===== config.mk =====
export PLATFORM = sky130hd
export DESIGN_NAME = imm_encoder
export DESIGN_NICKNAME = d
export VERILOG_FILES = /design/src/rtl/imm_pkg.sv /design/src/rtl/imm_pack_check.sv /design/src/rtl/imm_encoder.sv
export SDC_FILE = /design/constraint.sdc
export NUM_CORES = 1
export LEC_CHECK = 0
export BUFFER_PORTS_ARGS = -buffer_cell sky130_fd_sc_hd__buf_2
export CORE_UTILIZATION = 32
export CTS_CLUSTER_DIAMETER = 100
export CTS_CLUSTER_SIZE = 30
export DETAILED_ROUTE_END_ITERATION = 7
export PLACE_DENSITY_LB_ADDON = 0.2
export SYNTH_ARGS = -nofsm -noshare
export SYNTH_HDL_FRONTEND = slang
export SYNTH_HIERARCHICAL = 1
export SYNTH_SLANG_ARGS = --single-unit

===== constraint.sdc =====
create_clock -name clk -period 2.16 [get_ports clk]
set_input_delay 0.216 -clock clk [delete_from_list [all_inputs] [get_ports clk]]
set_output_delay 0.216 -clock clk [all_outputs]
set_load 0.02 [all_outputs]

===== src/rtl/imm_pkg.sv =====
// Shared constants and helpers for RV32I immediate encoding.
package imm_pkg;

  // Immediate format selectors, shared with the control unit and decoder
  localparam logic [2:0] IMM_I = 3'b000;
  localparam logic [2:0] IMM_S = 3'b001;
  localparam logic [2:0] IMM_B = 3'b010;
  localparam logic [2:0] IMM_U = 3'b011;
  localparam logic [2:0] IMM_J = 3'b100;

  typedef enum logic [1:0] {
    ERR_NONE     = 2'b00,
    ERR_RANGE    = 2'b01,
    ERR_MISALIGN = 2'b10,
    ERR_BAD_FMT  = 2'b11
  } imm_err_e;

  // ADDI x0,x0,0 substituted for any rejected request
  localparam logic [31:0] NOP = 32'h0000_0013;

  // True when v[31:msb] are all equal, i.e. v is representable as a
  // signed field whose sign bit sits at position msb.
  function automatic logic fits_signed(input logic [31:0] v, input int unsigned msb);
    logic [31:0] sh;
    sh = $signed(v) >>> msb;
    return (sh == '0) || (sh == '1);
  endfunction

endpackage


===== src/rtl/imm_pack_check.sv =====
// Combinational immediate range/alignment check and RV32I field packing.
module imm_pack_check
  import imm_pkg::*;
(
  input  logic [2:0]  imm_src,
  input  logic [31:0] imm,
  input  logic [6:0]  opcode,
  input  logic [4:0]  rd,
  input  logic [4:0]  rs1,
  input  logic [4:0]  rs2,
  input  logic [2:0]  funct3,
  output logic [31:0] instr,
  output logic        err,
  output logic [1:0]  err_code
);

  logic [31:0] packed_word;
  imm_err_e    code;

  // Pack per format and classify; misalignment is tested ahead of range
  always_comb begin
    packed_word = '0;
    code        = ERR_NONE;
    case (imm_src)
      IMM_I: begin
        packed_word = {imm[11:0], rs1, funct3, rd, opcode};
        if (!fits_signed(imm, 11)) code = ERR_RANGE;
      end
      IMM_S: begin
        packed_word = {imm[11:5], rs2, rs1, funct3, imm[4:0], opcode};
        if (!fits_signed(imm, 11)) code = ERR_RANGE;
      end
      IMM_B: begin
        packed_word = {imm[12], imm[10:5], rs2, rs1, funct3, imm[4:1], imm[11], opcode};
        if (imm[0])                      code = ERR_MISALIGN;
        else if (!fits_signed(imm, 12))  code = ERR_RANGE;
      end
      IMM_U: begin
        packed_word = {imm[31:12], rd, opcode};
        if (imm[11:0] != '0) code = ERR_RANGE;
      end
      IMM_J: begin
        packed_word = {imm[20], imm[10:1], imm[11], imm[19:12], rd, opcode};
        if (imm[0])                      code = ERR_MISALIGN;
        else if (!fits_signed(imm, 20))  code = ERR_RANGE;
      end
      default: code = ERR_BAD_FMT;
    endcase
  end

  // Rejected requests are replaced by a NOP
  always_comb begin
    err      = (code != ERR_NONE);
    err_code = code;
    instr    = err ? NOP : packed_word;
  end

endmodule


===== src/rtl/imm_encoder.sv =====
// Two-stage streaming RV32I instruction encoder with saturating beat counters.
module imm_encoder
  import imm_pkg::*;
#(
  parameter int unsigned CNT_W = 16
) (
  input  logic             clk,
  input  logic             rst,
  input  logic             in_valid,
  output logic             in_ready,
  input  logic [2:0]       in_imm_src,
  input  logic [31:0]      in_imm,
  input  logic [6:0]       in_opcode,
  input  logic [4:0]       in_rd,
  input  logic [4:0]       in_rs1,
  input  logic [4:0]       in_rs2,
  input  logic [2:0]       in_funct3,
  output logic             out_valid,
  input  logic             out_ready,
  output logic [31:0]      out_instr,
  output logic             out_err,
  output logic [1:0]       out_err_code,
  input  logic             cnt_clr,
  output logic [CNT_W-1:0] encoded_count,
  output logic [CNT_W-1:0] error_count
);

  logic        s1_valid;
  logic [2:0]  s1_src;
  logic [31:0] s1_imm;
  logic [6:0]  s1_op;
  logic [4:0]  s1_rd;
  logic [4:0]  s1_rs1;
  logic [4:0]  s1_rs2;
  logic [2:0]  s1_f3;
  logic        s1_ready;

  logic        s2_valid;
  logic [31:0] s2_instr;
  logic        s2_err;
  logic [1:0]  s2_code;

  logic [31:0] pk_instr;
  logic        pk_err;
  logic [1:0]  pk_code;
  logic        beat;

  // Handshake: each stage advances when the one ahead is empty or draining
  always_comb begin
    s1_ready  = !s2_valid || out_ready;
    in_ready  = (!s1_valid || s1_ready) && !rst;
    beat      = s2_valid && out_ready;
    out_valid = s2_valid;
  end

  // Stage 1: raw request fields
  always_ff @(posedge clk) begin
    if (rst) begin
      s1_valid <= 1'b0;
      s1_src   <= '0;
      s1_imm   <= '0;
      s1_op    <= '0;
      s1_rd    <= '0;
      s1_rs1   <= '0;
      s1_rs2   <= '0;
      s1_f3    <= '0;
    end else if (in_ready) begin
      s1_valid <= in_valid;
      if (in_valid) begin
        s1_src <= in_imm_src;
        s1_imm <= in_imm;
        s1_op  <= in_opcode;
        s1_rd  <= in_rd;
        s1_rs1 <= in_rs1;
        s1_rs2 <= in_rs2;
        s1_f3  <= in_funct3;
      end
    end
  end

  imm_pack_check u_pack (
    .imm_src  (s1_src),
    .imm      (s1_imm),
    .opcode   (s1_op),
    .rd       (s1_rd),
    .rs1      (s1_rs1),
    .rs2      (s1_rs2),
    .funct3   (s1_f3),
    .instr    (pk_instr),
    .err      (pk_err),
    .err_code (pk_code)
  );

  // Stage 2: packed result, held while the consumer stalls
  always_ff @(posedge clk) begin
    if (rst) begin
      s2_valid <= 1'b0;
      s2_instr <= '0;
      s2_err   <= 1'b0;
      s2_code  <= '0;
    end else if (s1_ready) begin
      s2_valid <= s1_valid;
      if (s1_valid) begin
        s2_instr <= pk_instr;
        s2_err   <= pk_err;
        s2_code  <= pk_code;
      end
    end
  end

  always_comb begin
    out_instr    = s2_instr;
    out_err      = s2_err;
    out_err_code = s2_code;
  end

  // Saturating delivery counters; clear wins over a coincident beat
  always_ff @(posedge clk) begin
    if (rst || cnt_clr) begin
      encoded_count <= '0;
      error_count   <= '0;
    end else if (beat) begin
      if (encoded_count != '1)         encoded_count <= encoded_count + 1'b1;
      if (s2_err && error_count != '1) error_count   <= error_count + 1'b1;
    end
  end

endmodule


# Yosys cells after proc, flatten, opt, wreduce, memory -nomap -nowiden
# Index checks and enable logic that the tools add are counted.
# op_classes
reduce_logical	23
eq_ne	9
add_sub_neg	2
n_mux	9
# ops
op	n
case mux 32 bit (5 select lines)	1
equality test 32 bit, second input constant	3
zero test 32 bit	3
adder 16 x 1 -> 16 bit, second input constant	2
2-to-1 mux 32 bit	1
inequality test 16 bit, second input constant	2
nonzero test 12 bit	1
case mux 2 bit (4 select lines)	1
AND reduction 2 bit	4
equality test 3 x 2 -> 1 bit, second input constant	2
logical OR 1 bit	6
2-to-1 mux 1 bit	4
2-to-1 mux 2 bit	2
equality test 3 x 1 -> 1 bit, second input constant	1
equality test 3 bit, second input constant	1
logical AND 1 bit	3
zero test 1 bit	3
zero test 3 bit	1
nonzero test 2 bit	1
OR reduction 2 bit	1
# totals
output_inout_bits	69
regBits	129
elab_cells	57
in_bits	65

# Logic depth before layout (Yosys ltp)
# Gate-level depths: netlist of run 1.
# depth
depth_word	7
ltp_mapped	9
ltp_nobuf	7

# Hierarchy
# Netlist of run 1, hierarchy kept.
# modules_own_cells
module	instances	cells_per_inst	area_per_inst_um2	seq_area_each_um2
imm_encoder	1	624	5114.9	2582.5
imm_pack_check	1	142	988.4	0.0

# Worst setup path after synthesis of run 1
# No wires, ideal clock.
# synth_path
path_type	register to register
startpoint	register error_count[3]
endpoint	register error_count[11]
slack_ps	127
arrival_ps	1963
required_time_ps	2090
synth_period_minus_slack_ps	2033
stages_incl_launch_ff	6
cell_sequence	dfxtp_1 > nand4_1 > or4_1 > buf_2 > or4_1 > a21oi_1
# synth_between
elab_chain_cells	3
word_cells_on_any_way	4
cone_classes	1 x add/sub; 1 x eq/ne; 2 x reduce/logical
# synth_lines
item	line	source
from (decl)	imm_encoder.sv:25	output logic [CNT_W-1:0] error_count
from (signal assigned)	imm_encoder.sv:124	if (s2_err && error_count != '1) error_count <= error_count + 1'b1;
parallel branches: the longest is 3 deep, another holds adder 16 x 1 -> 16 bit	-	
# Parallel ways; which one is timed is not known.
# A chain may end at the register's enable or synchronous reset.

# Final worst setup path of run 1
# layout_path
startpoint	register s1_imm[20]
endpoint	register s2_err, in the netlist out_err
# layout_between
elab_chain_cells	6
word_cells_on_any_way	16
cone_classes	3 x eq/ne; 6 x mux; 7 x reduce/logical
# layout_lines
item	line	source
from (decl)	imm_encoder.sv:30	logic [31:0] s1_imm;
from (signal assigned)	imm_encoder.sv:71	s1_imm <= in_imm;
equality test 32 bit / zero test 32 bit (equally long branches)	imm_pkg.sv:26	return (sh == '0) || (sh == '1);
logical OR 1 bit	imm_pkg.sv:26	
2-to-1 mux 1 bit (on tied branches)	imm_pack_check.sv:45, imm_pack_check.sv:36	
2-to-1 mux 2 bit (on tied branches)	imm_pack_check.sv:44, imm_pack_check.sv:35	
case mux 2 bit (4 select lines) (*)	imm_pack_check.sv:24	case (imm_src)
nonzero test 2 bit (*)	imm_pack_check.sv:53	err = (code != ERR_NONE);
via pk_err	imm_encoder.sv:44	logic pk_err;
to (signal assigned)	imm_encoder.sv:105	s2_err <= pk_err;
to (decl)	imm_encoder.sv:40	logic s2_err;
# Mark *: on every way through the listed nets, which the timed path passes. The rest lies on a longest branch.

==> summary.txt, run 1 <==
Worst setup path
  • CP max stage delay: a little over 0.4 ns
  • WS Path Type: reg -> reg
  • Reg2Reg Depth: 8
  • Worst R2R Start: s1_imm[20]$_SDFFE_PP0P_
  • Reg-to-reg endpoint: out_err$_SDFFE_PP0P_
  • Setup crit end: out_err$_SDFFE_PP0P_
  • Critical Path End Type: register
  • Slowest cell on the critical path: dfxtp_1
  • Top delay family on crit path: simple AND/OR/NAND/NOR gates
  • Crit path cell chain: nand4_1 -> nor3_2 -> a211o_1 -> o311ai_4 -> buf_4 -> or3_1 -> nand2_1 -> a21oi_1
  • Critical Path Stages: 8
  • Crit-path max FO: 6
  • Critical Path Source Type: register
  • Crit path buf inv count: 1
  • R2R setup slack: 0.06 ns
  • CP arrival: approximately 2.4 ns
  • CP Data Required Time: ~2.4 ns
  • Worst setup startpoint: s1_imm[20]$_SDFFE_PP0P_

Floorplan
  • Core Box Area: 18710 µm²
  • Die area: 19630 µm²
  • Die width: 140.1 µm
  • Die H: between 100 and 150 µm
  • Initial Utilization: 32.63%
  • Row cnt: 50
  • I/O pins: between 100 and 150

Job
  • Maximum Capacitance Violations: 0

Synthesis
  • Main flop type after synthesis: dfxtp_1
  • #FFs+latches synth: roughly 130
  • Warnings, synthesis: 6
  • Seq/Total Area, Yosys: a little over two fifths
  • Mapped Nets: around 830
  • Mapped cell area: ~6100 µm²
  • Ys async rst share: 0%
  • Synthesized area per cell: between 7 and 8 µm²
  • Post-synth EDFFs: 0
  • Mapped Cells: approximately 770
  • Synth unique cells: between 50 and 60

CTS
  • Root Buffer: clkbuf_16
  • Clock latency on the worst-skew pair: about 0.42 ns
  • TritonCTS sink count: between 100 and 150
  • H-tree levels: 4
  • Reg clk slew, reported paths: 0.06 ns
  • Largest buffer count on any clock path: 2
  • TritonCTS clock tree: yes
  • CTS Buf Count: 17

STA
  • Fin. Hold Viols: 0
  • Clock Skew: between 0.008 and 0.009 ns
  • Worst-Margin Slew: ~0.57 ns
  • RSZ-0062 raised after global routing: yes
  • Crit path time final: ~2.1 ns
  • Final worst path period share: between 90 and 100%
  • Max-slew violations: 0
  • Final setup margin: between 0.06 and 0.07 ns
  • Slew margin rel.: around three fifths
  • FMAX: approximately 480 MHz
  • # setup viols final: 0

Cells and area
  • Layout cell share with drive strength beyond 1: 28.73%
  • Area growth, synth to finish: 37.66%
  • # fillers: 1865
  • ANT cells: 0
  • Nets: around 1000
  • Register area: approximately 2600 µm²
  • Multi-input logic area: 3492 µm²

Detailed routing
  • Routed Wire Length: 18.68 mm
  • Drt pass-1 iters: 5
  • Vias/cell: 5.188
  • Iter 0 DRT Violations: around 450
  • WL per Instance: 15.59 µm
  • DR vias: between 6000 and 7000
  • Routed Antenna Nets: 0
  • Drt drc: 0

GRT
  • Overflow after GRT: 0
  • Largest net degree at the start of global routing: between 100 and 150
  • Met3 Use GR: 4.615%
  • Vias in the first global route: 5635
  • Antenna violations before repair: 0
  • Global-route wire length before repair: 29.18 mm
  • GR Layer Usage met1: between 20% and 30%
  • Total GRT Usage: approximately a fifth
  • Met2 Usage GRT: between 20% and 30%
  • Most Crowded Layer GR: met2

Placed design
  • # port buffers: between 100 and 150
  • Routability cong.: a little under 0.9
  • Detail Placement HPWL: 12.57 mm
  • Worst Setup Slack post-DPL: slightly below 0.05 ns

Power and ir drop
  • Overall Power: between 0.006 and 0.007 W
  • Clk pwr share: 43.0%
  • Gate power share: ~14%
  • Max IR drop VDD: between 0.0005 and 0.0006 V
  • PD cells: 715.9 nW/µm²
  • P_int: 0.004428 W
  • Part of the power in registers: 43.0%
  • Leak Pwr: ~3.2 nW
  • Sw power: roughly 0.0016 W
  • Sw Share: about a quarter

Hold path
  • HP Class: in -> reg

Outcome
  • Status: complete, no violations
## registers in the layout, indices dropped and copies added (netlist names)
register       flops
encoded_count     16
error_count       16
out_err            1
out_err_code       2
out_instr         32
out_valid          1
s1_f3              3
s1_imm            32
s1_op              7
s1_rd              5
s1_rs1             5
s1_rs2             5
s1_src             3
s1_valid           1
## cell type report
| cell class | count | area share (%) |
|---|---|---|
| clock buffer | 24 | 5.853 |
| clock inverter | 6 | 0.3872 |
| inverter | 5 | 0.2234 |
| multi-input combinational | 579 | 41.56 |
| sequential | 129 | 30.93 |
| tap | 234 | 3.485 |
| timing repair buffer | 221 | 17.56 |
## tightest hold or removal path: cells and delay by family
family,cells,cell delay (ns)
AOI/OAI and AO/OA,1,0.06
buffers and inverters,1,0.07
and+or+nand+nor,1,0.05
## logic make-up after synthesis
group / after synthesis / synth area share, %
simple gates: 367 / 32.02
compound gates: 199 / 19.25
flops: 129 / 42.31
buf+inv: 59 / 4.244
mux: 10 / 1.763
fa+ha+maj: 2 / 0.4099
## per-layer routing
| layer | share of wire [%] | vias up | wire, µm |
|---|---|---|---|
| met5 | 0 | - | 0 |
| met4 | 1.7 | 0 | 309 |
| met3 | 5.6 | 20 | 1040 |
| met2 | 47 | 186 | 8768 |
| met1 | 46 | 2867 | 8562 |
| li1 | - | 3142 | - |
## power groups by stage
stage | Combinational, W | Clock (W) | Sequential (W)
6_report | 0.000846 | 0.00258 | 0.00258
5_1_grt | 0.000920 | 0.00277 | 0.00260
4_1_cts | 0.000760 | 0.00265 | 0.00257
3_5_place_dp | 0.000705 | 0 | 0.00262
3_3_place_gp | 0.000709 | 0 | 0.00262
2_1_floorplan | 0.000426 | 0 | 0.00262
## cells in the final DEF, fill, tap and decap left out, types with 17 or more instances in the layout
| cell type | netlist | routed |
|---|---|---|
| dlygate4sd3_1 | 0 | 38 |
| a21oi_1 | 67 | 65 |
| o21ai_0 | 74 | 74 |
| nor4_2 | 4 | 17 |
| buf_2 | 6 | 133 |
| nand2b_1 | 63 | 63 |
| clkbuf_16 | 0 | 17 |
| a22oi_1 | 23 | 23 |
| nand2_1 | 149 | 149 |
| buf_4 | 4 | 45 |
| dfxtp_1 | 129 | 118 |
| nor2_1 | 20 | 18 |
## how the worst min path moves through the flow
stage	start	end	slack, ns	cells after the start
2_1_floorplan	in_funct3[0]	s1_f3[0]$_SDFFE_PP0P_	0.32	2
3_3_place_gp	in_rs1[0]	s1_rs1[0]$_SDFFE_PP0P_	0.42	3
3_5_place_dp	in_rs1[2]	s1_rs1[2]$_SDFFE_PP0P_	0.42	3
4_1_cts	in_opcode[5]	s1_op[5]$_SDFFE_PP0P_	0.0003	3
5_1_grt	in_imm[0]	s1_imm[0]$_SDFFE_PP0P_	0.009	3
6_report	in_imm[14]	s1_imm[14]$_SDFFE_PP0P_	0.01	3
## synth_stat cells, drive strengths merged, types with 5 or more instances
cell type,count,area [µm²]
nor4b,5,68.82
nand4,17,112.6
nand2b,63,394.1
buf,16,97.59
nor3,6,30.03
nand3,16,85.08
nand2,149,559.3
a21oi,68,344.1
a22oi,23,172.7
or3,15,93.84
clkbuf,38,142.6
or2,7,43.80
nor2,21,81.33
o31ai,11,82.58
or4,16,123.9
inv,5,18.77
dfxtp,129,2582
o21ai,74,370.4
nor4,38,262.8
mux2,6,67.56
## per-stage QoR
stage                     util (%)  instance area, µm²  hold slack (ns)  TNS (ns)  std cells
after floorplan                  -                6103           0.3246         0        766
after global placement       38.68                7234           0.4159         0       1124
after detailed placement     38.68                7234           0.4158         0       1124
after CTS                    43.51                8139        0.0002966         0       1192
after global routing         44.92                8402         0.009497   -0.3208       1198
final                        44.92                8402          0.01072         0       1198
## repair_timing
action                                  4_1_cts  5_1_grt
setup buffers                                 0        5
resized for setup                             0       44
hold buffers                                 38        0
endpoints found under the setup margin        0       31
endpoints found under the hold margin        38        0
Power figures use the tool's default switching activity.
==> inputs of run 2 (changes only) <==
--- a/config.mk
+++ b/config.mk
@@ -13,5 +13,4 @@
 export PLACE_DENSITY_LB_ADDON = 0.2
 export SYNTH_ARGS = -nofsm -noshare
 export SYNTH_HDL_FRONTEND = slang
-export SYNTH_HIERARCHICAL = 1
 export SYNTH_SLANG_ARGS = --single-unit
==> run 2 against run 1 <==
  * Flip-flop and latch count stayed put
  * Via count is 7.2% lower
  * Critical path type unchanged
  * Sequential share of layout area increased by 0.24 points
  * Critical path depth decreased by 2
  * Area after synthesis shrank 0.66%
  * Clock power increased by 25%
  * Highest routed layer unchanged
  * Register-to-register slack better by 0.16 ns
  * Cell count is 2.7% lower
  * Non-clock buffer count decreased by 2
  * Power grew 9.0%
  * First-iteration DRC count decreased by 13%
  * Worst setup slack gained 0.16 ns
==> summary.txt, run 2 <==
Synthesis
  • Main flop type after synthesis: dfxtp_1
  • Mapped Cells: 733 (-4.3%)
  • Warnings, synthesis: 0 (-6)
  • Synthesized area per cell: 8.272 µm² (+3.8%)
  • Post-synth EDFFs: 0 (unchanged)
  • Commonest cells in the netlist: nand2_1 (198), dfxtp_1 (129), nand3b_1 (61)
  • Seq/Total Area, Yosys: 42.59% (+0.28 points)
  • #FFs+latches synth: 129 (unchanged)
  • Mapped cell area: 6063 µm² (-0.66%)
  • Synth unique cells: 55 (+3.8%)
  • Mapped Nets: 800 (-4.0%)
  • Top area cells in the synthesized netlist: dfxtp_1 (43%), nand2_1 (12%), nand3b_1 (7.6%)
  • Ys async rst share: 0% (unchanged)
  • Largest area contributor in the netlist: dfxtp_1
  • Yosys top cell area share: 42.59% (+0.28 points)
  • Top-count cell post-synth: nand2_1

Cells and area
  • Layout cell share with drive strength beyond 1: 24.44% (-4.3 points)
  • Most common cell after layout, fill and taps aside: nand2_1
  • Finished Cell Area: 8288 µm² (-1.4%)
  • Multi-input logic area: 3269 µm² (-6.4%)
  • Area growth, synth to finish: 36.69%
  • # fillers: 1829 (-1.9%)
  • ANT cells: 0 (unchanged)
  • Commonest non-fill, non-tap cells in the layout: nand2_1 (198), buf_2 (133), dfxtp_1 (128), nand3b_1 (61), nor2_1 (51)
  • Register area: 2584 µm² (-0.58%)
  • Nets: 991 (-2.8%)

Floorplan
  • Core Box Area: 18270 µm² (-2.3%)
  • Row cnt: 49 (-2.0%)
  • Initial Utilization: 33.19% (+0.56 points)
  • Die H: 139.7 µm (-0.32%)
  • Die area: 19500 µm² (-0.65%)
  • Die width: 139.7 µm (-0.32%)
  • I/O pins: 134 (unchanged)

Detailed routing
  • Drt drc: 0 (unchanged)
  • Vias/cell: 4.947 (-4.6%)
  • Routed Wire Length: 18.02 mm (-3.5%)
  • DR vias: 5768 (-7.2%)
  • WL per Instance: 15.46 µm (-0.88%)
  • Drt pass-1 iters: 5 (unchanged)
  • Iter 0 DRT Violations: 396 (-13%)
  • Routed Antenna Nets: 0 (unchanged)

GRT
  • Global-route wire length before repair: 28.99 mm (-0.64%)
  • Met2 Usage GRT: 29.44% (-0.43 points)
  • Overflow after GRT: 0 (unchanged)
  • Most Crowded Layer GR: met2
  • Vias in the first global route: 5410 (-4.0%)
  • Met3 Use GR: 4.577% (-0.039 points)
  • GR Layer Usage met1: 25.63% (+0.63 points)
  • Largest net degree at the start of global routing: 57 (-53%)
  • Total GRT Usage: 18.94% (+0.10 points)
  • Antenna violations before repair: 0 (unchanged)

Placed design
  • Routability cong.: 0.8622 (-1.1%)
  • Detail Placement HPWL: 13.02 mm (+3.6%)
  • Placed Instance Area: 7134 µm² (-1.4%)
  • # port buffers: 133 (unchanged)

STA
  • RSZ-0062 raised after global routing: no
  • Max-slew violations: 0 (unchanged)
  • FMAX: 517.6 MHz (+8.5%)
  • Final worst path period share: 89.44% (-7.6 points)
  • Slew margin rel.: 60.18% (-1.7 points)
  • Worst-Margin Slew: 0.5927 ns (+0.02675 ns)
  • Fin. Hold Viols: 0 (unchanged)
  • # setup viols final: 0 (unchanged)
  • Setup TNS: 0 ns (unchanged)
  • Clock Skew: 0.007376 ns (-0.0009246 ns)
  • Crit path time final: 1.932 ns (-0.1647 ns)

Job
  • Maximum Capacitance Violations: 0 (unchanged)

Worst setup path
  • CP arrival: 2.25 ns (-0.12 ns)
  • CP Data Required Time: 2.48 ns (+0.04 ns)
  • WS Path Type: reg -> reg
  • Critical Path Source Type: register
  • Critical Path End Type: register
  • Crit-path max FO: 17 (+11)

Power and ir drop
  • Max IR drop VDD: 0.0005490 V (+5.5%)
  • PD cells: 790.7 nW/µm² (+10%)
  • Leak Pwr: 3.564 nW (+13%)

CTS
  • H-tree levels: 4 (unchanged)
  • Root Buffer: clkbuf_16
  • TritonCTS sink count: 129 (unchanged)
  • Largest buffer count on any clock path: 2 (unchanged)
  • CTS Buf Count: 17 (unchanged)
  • TritonCTS clock tree: yes
  • Post CTS Setup Buffer Count: 0 (unchanged)
  • Reg clk slew, reported paths: 0.06 ns (about the same)
  • Clock latency on the worst-skew pair: 0.41 ns (about the same)

Outcome
  • Status: complete, no violations

Hold path
  • HP Class: in -> reg
==> run 2: cell count changes after synthesis, sizes merged, moves of 13 or more <==
cell / previous run / this run
nand2b: 63 / 5
a22oi: 23 / 0
o21ai: 74 / 26
xnor2: 0 / 15
o31ai: 11 / 24
a21oi: 68 / 8
nor4: 38 / 13
nand3b: 0 / 61
nand2: 149 / 198
nor2: 21 / 53
==> run 2: what timing repair did <==
item	CTS	global route
hold endpoints to repair	47	0
setup endpoints to repair	0	32
hold buffers	47	0
gates resized for setup	0	2
==> run 2: final timing paths <==
kind                                                start                         end  slack (ns)  depth (start not counted)
worst max-delay path              s1_imm[20]$_SDFFE_PP0P_  out_instr[14]$_SDFFE_PP0P_        0.23                          6
worst min-delay path                           in_imm[31]     s1_imm[31]$_SDFFE_PP0P_        0.02                          3
worst max register to register    s1_imm[20]$_SDFFE_PP0P_  out_instr[14]$_SDFFE_PP0P_        0.23                          6
worst min register to register  out_instr[5]$_SDFFE_PP0P_   out_instr[5]$_SDFFE_PP0P_        0.45                          2
==> run 2: cell type report <==
class | instances | area share [%]
repair buffers | 219 | 17.69
inverters | 2 | 0.09058
well taps | 229 | 3.457
flip-flops and latches | 129 | 31.17
clock inverters | 8 | 2.083
multi-input cells | 555 | 39.45
clock buffers | 24 | 6.054
==> run 2: critical path, cell delays in order, from the launching register on <==
cell and delay [ns]:
dfxtp_1 0.47, nand4_1 0.12, nor3_1 0.29, a311o_1 0.33
o21bai_4 0.18, buf_4 0.23, o31ai_1 0.22
==> run 2: logic make-up (layout without fill, tap and decap cells) <==
logic type                 Yosys count  count (layout)  share of synthesized area, %
AOI/OAI and AO/OA                  103             103                         12.63
xor gates and xnor gates            26              26                         3.756
adders and majority gates            2               2                        0.4126
buffers and inverters               49             253                         3.673
DFF                                129             129                         42.59
muxes                               11              11                         1.816
and+or+nand+nor                    413             413                         35.12
==> run 2: stage by stage <==
stage	instances	hold slack, ns	total power (W)	setup slack (ns)	util [%]
5_1_grt	1166	0.008976	0.006820	0.03168	45.36
3_5_place_dp	1087	0.4030	0.003299	0.1075	39.05
4_1_cts	1166	0.001461	0.006637	0.1096	45.32
2_1_floorplan	733	0.3150	0.003021	0.2903	-
6_report	1166	0.01641	0.006554	0.2282	45.36
3_3_place_gp	1087	0.4036	0.003302	0.1290	39.05
==> run 2: metal layers <==
metal / up-vias / routed length (µm)
met3: 20 / 897
met4: 0 / 317
met2: 144 / 8149
met5: - / 0
li1: 2963 / -
met1: 2641 / 8657
==> run 2: power breakdown <==
group | leakage (nW) | switching (W) | total, W | internal [W]
Combinational | 2.18 | 0.000407 | 0.000737 | 0.000331
Sequential | 1.05 | 0.000100 | 0.00258 | 0.00248
Clock | 0.331 | 0.00103 | 0.00323 | 0.00221
